**config.mk**
```make
export PLATFORM = sky130hd
export DESIGN_NAME = shift_deserializer
export DESIGN_NICKNAME = d
export VERILOG_FILES = /design/src/rtl/shift_deserializer_pkg.sv /design/src/rtl/shift_deserializer_out_reg.sv /design/src/rtl/shift_deserializer.sv
export SDC_FILE = /design/constraint.sdc
export NUM_CORES = 1
export LEC_CHECK = 0
export ABC_CLOCK_PERIOD_IN_PS = 3200
export CORE_UTILIZATION = 55
export CTS_BUF_LIST = sky130_fd_sc_hd__clkbuf_4
export DETAILED_ROUTE_END_ITERATION = 8
export PLACE_DENSITY = 0.78
export SLEW_MARGIN = 20
export SYNTH_ARGS = -nofsm -noshare
export SYNTH_HDL_FRONTEND = slang
export SYNTH_SLANG_ARGS = --single-unit
```
**constraint.sdc**
```tcl
create_clock -name clk -period 3.2 [get_ports clk]
set_input_delay 0.64 -clock clk [delete_from_list [all_inputs] [get_ports clk]]
set_output_delay 0.64 -clock clk [all_outputs]
set_load 0.03 [all_outputs]
```
**src/rtl/shift_deserializer_pkg.sv**
```systemverilog
// Shared types and constants for the serial-in word assembler.
package shift_pkg;

    // Fill-side states. FULL_STALL is only ever reached combinationally: it is
    // LAST seen through a blocked output port.
    typedef enum logic [1:0] {
        EMPTY,
        FILLING,
        LAST,
        FULL_STALL
    } fill_state_t;

    // Shift direction encoding shared with the datapath shifter.
    localparam logic DIR_LEFT  = 1'b0;   // MSB-first: shift left, new bit enters LSB
    localparam logic DIR_RIGHT = 1'b1;   // LSB-first: shift right, new bit enters MSB

endpackage

```
**src/rtl/shift_deserializer_out_reg.sv**
```systemverilog
// Single-entry output holding register with a valid/ready drain side.
// A load and a drain in the same cycle keep valid high with the new word.
module shift_out_reg #(
    parameter int WIDTH = 32
) (
    input  logic             clk,
    input  logic             rst,
    input  logic             load_i,
    input  logic [WIDTH-1:0] load_data_i,
    input  logic             ready_i,
    output logic             valid_o,
    output logic [WIDTH-1:0] data_o
);

    logic             valid_q, valid_d;
    logic [WIDTH-1:0] data_q,  data_d;

    // Next-state: a load wins over a drain; data only changes on a load so it
    // stays stable while the consumer is stalling.
    always_comb begin
        valid_d = valid_q;
        data_d  = data_q;
        if (load_i) begin
            valid_d = 1'b1;
            data_d  = load_data_i;
        end else if (valid_q && ready_i) begin
            valid_d = 1'b0;
        end
    end

    // State register with synchronous reset.
    // NOTE: sequential state uses non-blocking assignments so every register
    // samples the pre-edge values, independent of block ordering.
    always_ff @(posedge clk) begin
        if (rst) begin
            valid_q <= 1'b0;
            data_q  <= '0;
        end else begin
            valid_q <= valid_d;
            data_q  <= data_d;
        end
    end

    assign valid_o = valid_q;
    assign data_o  = data_q;

endmodule

```
**src/rtl/shift_deserializer.sv**
```systemverilog
// Serial-in, parallel-out word assembler. Packs WIDTH bits, MSB- or LSB-first,
// into a word and hands it to a one-entry valid/ready output buffer.
module shift_deserializer
    import shift_pkg::*;
#(
    parameter int WIDTH = 32,
    parameter int CNT_W = $clog2(WIDTH)
) (
    input  logic             clk,
    input  logic             rst,
    input  logic             bit_valid,
    input  logic             bit_in,
    output logic             bit_ready,
    input  logic             lsb_first,
    input  logic             frame_abort,
    output logic             word_valid,
    input  logic             word_ready,
    output logic [WIDTH-1:0] word_data,
    output logic [CNT_W-1:0] bits_pending
);

    localparam logic [CNT_W-1:0] LAST_CNT     = CNT_W'(WIDTH - 1);
    localparam logic [CNT_W-1:0] PRE_LAST_CNT = CNT_W'(WIDTH - 2);

    fill_state_t      state_q, state_d, fill_state;
    logic [CNT_W-1:0] cnt_q,   cnt_d;
    logic [WIDTH-1:0] sr_q,    sr_d;
    logic             lsb_q,   lsb_d;

    logic             accept;
    logic             complete;
    logic             dir;
    logic [WIDTH-1:0] shifted;

    // The stall view depends on word_ready this cycle, so a drain can free the
    // last bit slot in the same cycle the word completes.
    assign fill_state = (state_q == LAST && word_valid && !word_ready) ? FULL_STALL : state_q;
    assign bit_ready  = !rst && !frame_abort && (fill_state != FULL_STALL);
    assign accept     = bit_valid && bit_ready;
    assign complete   = accept && (cnt_q == LAST_CNT);

    // Direction is taken live on the first bit of a word, then held in lsb_q.
    assign dir     = (cnt_q == '0) ? lsb_first : lsb_q;
    assign shifted = (dir == DIR_RIGHT) ? {bit_in, sr_q[WIDTH-1:1]}
                                        : {sr_q[WIDTH-2:0], bit_in};

    // Fill-side next state: counter, shift register, direction and FSM state.
    // NOTE: every signal gets its default first, so no path leaves one
    // unassigned and no latch is inferred.
    always_comb begin
        state_d = state_q;
        cnt_d   = cnt_q;
        sr_d    = sr_q;
        lsb_d   = lsb_q;

        if (accept) begin
            lsb_d = dir;
            if (complete) begin
                cnt_d = '0;
                sr_d  = '0;
            end else begin
                cnt_d = cnt_q + CNT_W'(1);
                sr_d  = shifted;
            end
        end

        unique case (fill_state)
            EMPTY, FILLING: if (accept) state_d = (cnt_q == PRE_LAST_CNT) ? LAST : FILLING;
            LAST:           if (accept) state_d = EMPTY;
            FULL_STALL:     state_d = LAST;
            default:        state_d = EMPTY;
        endcase

        if (frame_abort) begin
            state_d = EMPTY;
            cnt_d   = '0;
            sr_d    = '0;
        end
    end

    // Fill-side registers with synchronous reset.
    always_ff @(posedge clk) begin
        if (rst) begin
            state_q <= EMPTY;
            cnt_q   <= '0;
            sr_q    <= '0;
            lsb_q   <= DIR_LEFT;
        end else begin
            state_q <= state_d;
            cnt_q   <= cnt_d;
            sr_q    <= sr_d;
            lsb_q   <= lsb_d;
        end
    end

    shift_out_reg #(
        .WIDTH (WIDTH)
    ) u_out_reg (
        .clk         (clk),
        .rst         (rst),
        .load_i      (complete),
        .load_data_i (shifted),
        .ready_i     (word_ready),
        .valid_o     (word_valid),
        .data_o      (word_data)
    );

    assign bits_pending = cnt_q;

endmodule

```
# == After elaboration in Yosys (flattened, before gate mapping) ==
# Cells that the tools add are included.
# totals
in_bits,7
latchBits,0
mem_bits_rw,0
regBits,73
mem_count,0
mem_bits_ro,0
# op_classes
n_mux,11
n_reduce_logical,16
div_mod_pow,0
add_sub_neg,1
bitwise_logic,0
n_eq_ne,9
order_cmp,0
n_mul,0
shifts,0
# op_table
operator,n
$mux W32,2
$eq A5 B5 Y1 const B,2
$mux W2,4
$logic_and A1 B1 Y1,7
$eq A2 B2 Y1 const B,3
$ne A2 B2 Y1 const B,3
$pmux W2 S3,1
$add A5 B1 Y5 const B,1
$logic_not A5 Y1,1
$mux W5,1
$reduce_or A2 Y1,2
$logic_not A1 Y1,3
$mux W1,3
$eq A2 B1 Y1 const B,1
$logic_not A2 Y1,1
$reduce_and A2 Y1,1
$reduce_bool A2 Y1,1

# == Logic depth before layout (Yosys ltp) ==
# depth
word_depth,9
ltp_mapped,9

# == Cells and area by module ==
# Synthesis repeated with hierarchy kept, for this count alone.
# hier_totals
cells_unflattened,270
area_unflattened_um2,3183.1
# by_module_without_submodules
mod,area_per_inst_um2,n_inst,cells_per_inst
shift_deserializer,1978.1,1,162
shift_out_reg,1204.9,1,108

# == Worst setup path before layout ==
# Ideal clock, no wire load.
# synth_timing
kind,reg-to-reg
startpoint,reg cnt_q[1] (netlist: bits_pending[1])
endpoint,reg u_out_reg.data_q[10] (netlist: u_out_reg.data_o[10])
period_less_slack_ps,2105
arrival_time_ps,1968
stages_incl_launch_ff,9
required_ps,3062
setup_ps,138
path_slack_ps,1095
path_buffers,3
path_cell_list,dfxtp_1 -> ha_1 -> and3_1 -> ha_1 -> and4_1 -> buf_2 -> buf_2 -> clkbuf_1 -> a211oi_1
# synth_via
elab_chain_cells,3
word_cells_on_any_way,5
# synth_lines
item,line_no,text
from (decl),shift_deserializer.sv:26,"logic [CNT_W-1:0] cnt_q, cnt_d;"
from (signal assigned),shift_deserializer.sv:90,cnt_q <= cnt_d;
$logic_not A5 Y1,shift_deserializer.sv:43,assign dir = (cnt_q == '0) ? lsb_first : lsb_q;
$mux W1,shift_deserializer.sv:43,
$mux W32,shift_deserializer.sv:44,"assign shifted = (dir == DIR_RIGHT) ? {bit_in, sr_q[WIDTH-1:1]}"
to (signal assigned),shift_deserializer_out_reg.sv:40,data_q <= data_d;
to (decl),shift_deserializer_out_reg.sv:16,"logic [WIDTH-1:0] data_q, data_d;"
# Parallel ways exist; a longest one is shown, timed or not.
# A chain may end at the register's enable or synchronous reset.

# == Final worst setup path ==
# layout_timing
startpoint,in frame_abort
endpoint,out bit_ready
# layout_via
elab_chain_cells,3
# layout_lines
item,line_no,text
from (decl),shift_deserializer.sv:15,"input logic frame_abort,"
$logic_not A1 Y1,shift_deserializer.sv:38,assign bit_ready = !rst && !frame_abort && (fill_state != FULL_STALL);
$logic_and A1 B1 Y1 (2 in series),shift_deserializer.sv:38,
to (decl),shift_deserializer.sv:13,"output logic bit_ready,"
# No other way between the ends.

==> metrics.txt <==
routed vias roughly 2100; PwrDens around 460 nW/µm²; DRT antenna net count 0; Detailed Routing Iterations Pass 1 4; max-slew violations 0; Die Area between 5000 and 6000 µm²; Total Nets Final 320; synth-to-layout area growth 20.1%; post-layout minimum cycle time 2330 ps; Synth area leader dfxtp_1; core area between 5000 and 6000 µm²; WL per Instance roughly 13 µm; post-synthesis cell type count 34; max cap viols 0; unrepaired setup endpoints after global routing no; Max transition margin 0.295; CP Buf/Inv Count 2; CP Cell Sequence clkdlybuf4s50_1 > a211oi_4 > and2_1 > buf_4; hold buffers post-CTS 0; height of the die roughly 75 µm; synthesized flop and latch total 73; top_reg_cell synth dfxtp_1; CTS Sinks 73; initial antenna violation count 0; status finished clean; Via density approximately 5.5; Clock transition at path regs approximately 110 ps; most frequent cell after synthesis dfxtp_1; H-tree depth 3; period utilization 0.728; setup bufs post-CTS 0; I/O Pins 46; Mapped Area about 2900 µm²; Post-synth EDFFs 0; post_cts resized 0; PortBufs 45; largest net degree at the start of global routing 37; worst endpoint required time approximately 2600 ps; Yosys warning count 0; startpoint type of the worst setup path primary input; Critical Path End Type primary output; vias in the first global route approximately 1900; Post-Syn Instances 270; synthesized area per cell roughly 11 µm²; Worst Skew about 16 ps; CP max stage cell clkdlybuf4s50_1; Hold Crit Class reg -> reg; utilization after layout 0.688; total wire length around 5200 µm; initial DRC count 73; top-area cell type share of the netlist area 0.500; Mapped Nets approximately 280; Root Driver clkbuf_4; Synth top cells by count dfxtp_1, nor2_1, a211oi_1; CTS tree built; Clk Latency, worst-skew pair between 400 and 500 ps; crit path DAT 1690 ps; Final Hold Viols 0; GRT overflow 0; first-pass GRT wire length between 8000 and 9000 µm; Worst VDD drop around 0.00047 V; Leak 1.21 nW; Crit path max-delay family buffers and inverters; Initial Utilization 0.573; n_diodes 0; Rows 26; placed wire-length estimate approximately 3400 µm; layout cells sized above 1 0.0892; CP max stage delay around 450 ps; critical path class in -> out; overall routing resource usage 0.203; gp weighted congestion roughly 0.8; Worst Max-Slew Pin Slew 1060 ps; Worst Path Max Fanout 5; Synth async-reset ratio 0; setup TNS 0 ps; Die Width 74.9 µm; fmax around 430 MHz; Remaining DRCs 0; synth top area cells dfxtp_1, mux2i_1, o2bb2ai_1; CTS Buffer Depth 2; Num CTS Buffers 9; final setup violation count 0; sequential area share after synthesis 0.500
==> per-stage QoR <==
step	worst slack, ps	hold slack (ps)	power (mW)	cell area, µm²	cells
after floorplan	1090	432	0.990	2930	270
after global placement	491	448	1.00	3350	368
after detailed placement	397	460	1.00	3350	368
after CTS	875	488	1.65	3510	384
after global routing	713	503	1.68	3510	384
final	869	484	1.63	3510	384
==> routing by layer <==
layer / share of wire / vias up / routed length [µm] / track usage
li1: - / 1087 / - / -
met1: 0.49 / 975 / 2520 / 0.269
met2: 0.45 / 35 / 2330 / 0.310
met3: 0.034 / 12 / 178 / 0.0469
met4: 0.025 / 0 / 129 / 0.107
met5: 0 / - / 0 / 0
==> layout by cell type, fill, tap and decap left out, drive strengths merged, types with 2 or more instances in the layout <==
cell type	n
nor3	2
mux2i	33
nand3	2
bufinv	2
nor2	38
nand3b	3
a211oi	34
and3	3
clkbuf	11
a31oi	2
dfxtp	73
clkinv	2
o2bb2ai	32
buf	8
nand2	2
clkdlybuf4s50	44
ha	4
inv	2
a21oi	3
==> flip-flops by register name, summed over array words and instances (netlist names) <==
name / flops
u_out_reg.data_o: 32
bits_pending: 5
sr_q: 32
lsb_q: 1
u_out_reg.valid_o: 1
state_q: 2
==> power breakdown <==
| part | internal (mW) | switching, mW | total (mW) |
|---|---|---|---|
| combinational | 0.0296 | 0.0407 | 0.0702 |
| sequential | 0.910 | 0.00203 | 0.912 |
| clock | 0.334 | 0.311 | 0.645 |
==> logic make-up after synthesis <==
family / count (synthesis) / share of synthesized area
muxes: 33 / 0.117
and+or+nand+nor: 59 / 0.100
xor gates and xnor gates: 2 / 0.00599
DFF: 73 / 0.500
buffers and inverters: 26 / 0.0586
AOI/OAI and AO/OA: 73 / 0.201
adders and majority gates: 4 / 0.0171
==> final cells by class <==
type	count	area, µm²
Timing Repair Buffer	52	500
Sequential cell	73	1460
Multi-Input combinational cell	171	1290
Clock buffer	11	82.6
Tap cell	70	87.6
Inverter	2	7.51
Fill cell	416	1590
Clock inverter	5	80.1
==> worst paths after layout <==
kind | to | from | slack [ps] | cells past startpoint
hold / removal | sr_q[31]$_SDFFE_PP0P_ | sr_q[31]$_SDFFE_PP0P_ | 480 | 1
setup reg to reg | sr_q[28]$_SDFFE_PP0P_ | bits_pending[0]$_SDFFE_PP0P_ | 950 | 5
setup / recovery | bit_ready | frame_abort | 870 | 4
hold reg to reg | sr_q[31]$_SDFFE_PP0P_ | sr_q[31]$_SDFFE_PP0P_ | 480 | 1
==> worst reg2reg max path: stages, from the launching register on <==
cell	delay (ps)
dfxtp_1	390
ha_1	250
and3_1	190
ha_1	230
or3_1	810
o2bb2ai_1	310
Power figures use the tool's default switching activity.
==> RTL change, RTL diff (same settings) <==
`WIDTH` is set to 32 in 2 places; all go to 64.
--- a/src/rtl/shift_deserializer_out_reg.sv
+++ b/src/rtl/shift_deserializer_out_reg.sv
@@ -3,3 +3,3 @@
 module shift_out_reg #(
-    parameter int WIDTH = 32
+    parameter int WIDTH = 64
 ) (
--- a/src/rtl/shift_deserializer.sv
+++ b/src/rtl/shift_deserializer.sv
@@ -5,3 +5,3 @@
 #(
-    parameter int WIDTH = 32,
+    parameter int WIDTH = 64,
     parameter int CNT_W = $clog2(WIDTH)
Ports: changed (resized bits_pending and word_data); port bits go from 46 to 79. The function was not compared with the original's and may differ.
==> RTL change against the original RTL <==
Worst setup slack worse by 650 ps. Largest cell class is now multi-input combinational cells. Register-to-register slack worse by 260 ps. Power up 81%. Clock power up 52%. Synthesized cell count rose to 3.7 times the old value. Die area rose to 2.7 times the old value. Critical path type unchanged. Highest routed layer unchanged. Design area rose to 2.6 times the old value. Area after synthesis rose to 2.7 times the old value. Routed wire length rose to 4.1 times the old value. Sequential cell count up 65. Via count rose to 3.6 times the old value. Sequential power up 90%.
==> RTL change: results <==
[run_status]
status = finished, final reports clean

[clocking]
cts_root_buffer = clkbuf_4
cts_buffers = 17
clk_latency_ps = 560
ctsResizeCount = 0
ctsHtreeMaxLevel = 4
cts_setup_buffers = 0
clock_path_buffers = 2
clk_pin_slew_ps = 110

[worst_setup_path]
crit_start = frame_abort
rr_worst_depth = 6
critPathArrivalTime_ps = 2350
setup.worst_path.end = bit_ready
r2r_setup_slack_ps = 690
critPathMaxFanout = 6
r2r-end = sr_q[27]$_SDFFE_PP0P_
rr_startpoint = bits_pending[0]$_SDFFE_PP0P_

[cells_and_area]
instances_no_fill = 1193
fillCellCount = 1224
diodes = 0
finalNetCount = 1015
drive_gt1_share_pct = 17.2

[timing]
maxSlewHeadroom_pct = 27.8
setup_tns_ps = 0
drv_slew = 0
fmax_ghz = 0.335
finClkSkew_ps = 15.5

[yosys]
yosys_warnings = 0
synth_common_cells = dfxtp_1, nand2_1, nor3_1
ys_seq_area_share_pct = 34.3
synthTopCellsByArea = dfxtp_1, a211oi_2, nor3_1, nand2b_1, nand2_1
synthCells = 990
synth-async-reset-ratio_pct = 0
ys_types = 43

[placement]
io_buffer_count = 78
place_ws_ps = 212
gp_congestion = 0.809
dp_hpwl_um = 12000

[detailed_routing]
drt_iter0_drc = 750
firstDrtPassIters = 7
num_vias = 7661
wire_per_inst_um = 17.7

[pwr]
p_seq_share_pct = 58.5
leakage_nw = 2.52
peakVddDrop_v = 0.000205
p_switching_mw = 0.792
power_frac_comb_pct = 8.3

[global_route]
grt_pass1_vias = 6659
grt_max_degree = 83
track_usage_pct = 28.5
grt_antenna_before_repair = 0
grt_pass1_wl_um = 34100

[hold_path]
hold_class = in2reg
==> RTL change: stage by stage <==
stage          instance area, sq um  total power [mW]
2_1_floorplan                  8040              1.93
3_3_place_gp                   8870              2.01
3_5_place_dp                   8870              2.01
4_1_cts                        9080              2.96
5_1_grt                        9080              3.05
6_report                       9080              2.95
==> RTL change: per-layer routing <==
metal / GRT usage (%) / share of wire [%]
met2: 42.1 / 43
met4: 9.30 / 1.4
met3: 5.21 / 8.2
met1: 41.5 / 47
met5: 0 / 0
==> RTL change: how the worst min path moves through the flow <==
stage                                          to  depth (start not counted)  slack, ps                   from
after floorplan             sr_q[63]$_SDFFE_PP0P_                          1        450  sr_q[63]$_SDFFE_PP0P_
after global placement      sr_q[63]$_SDFFE_PP0P_                          1        470  sr_q[63]$_SDFFE_PP0P_
after detailed placement    sr_q[63]$_SDFFE_PP0P_                          1        470  sr_q[63]$_SDFFE_PP0P_
after CTS                 state_q[1]$_SDFFE_PP0P_                          3        420                    rst
after global routing      state_q[1]$_SDFFE_PP0P_                          3        430                    rst
final                     state_q[1]$_SDFFE_PP0P_                          3        450                    rst
==> RTL change: cell type report <==
class	instances	area [sq um]	area share (%)
inverter	49	184	2.03
clock inverter	7	56.3	0.620
timing repair buffer	106	1070	11.8
multi-input combinational	693	4630	51.0
sequential	138	2760	30.4
clock buffer	20	150	1.65
tap	180	225	2.48
==> RTL change: critical path: stages <==
cell             delay [ps]
clkdlybuf4s50_1         450
or2_2                   370
nor2_1                  180
clkdlybuf4s50_1         700
==> RTL change: cells by family after synthesis <==
kind of cell	after synthesis	share of synthesized area [%]
simple gates	395	25.6
compound gates	292	30.6
buf+inv	159	8.65
flops	138	34.3
mux	3	0.373
fa+ha+maj	3	0.467
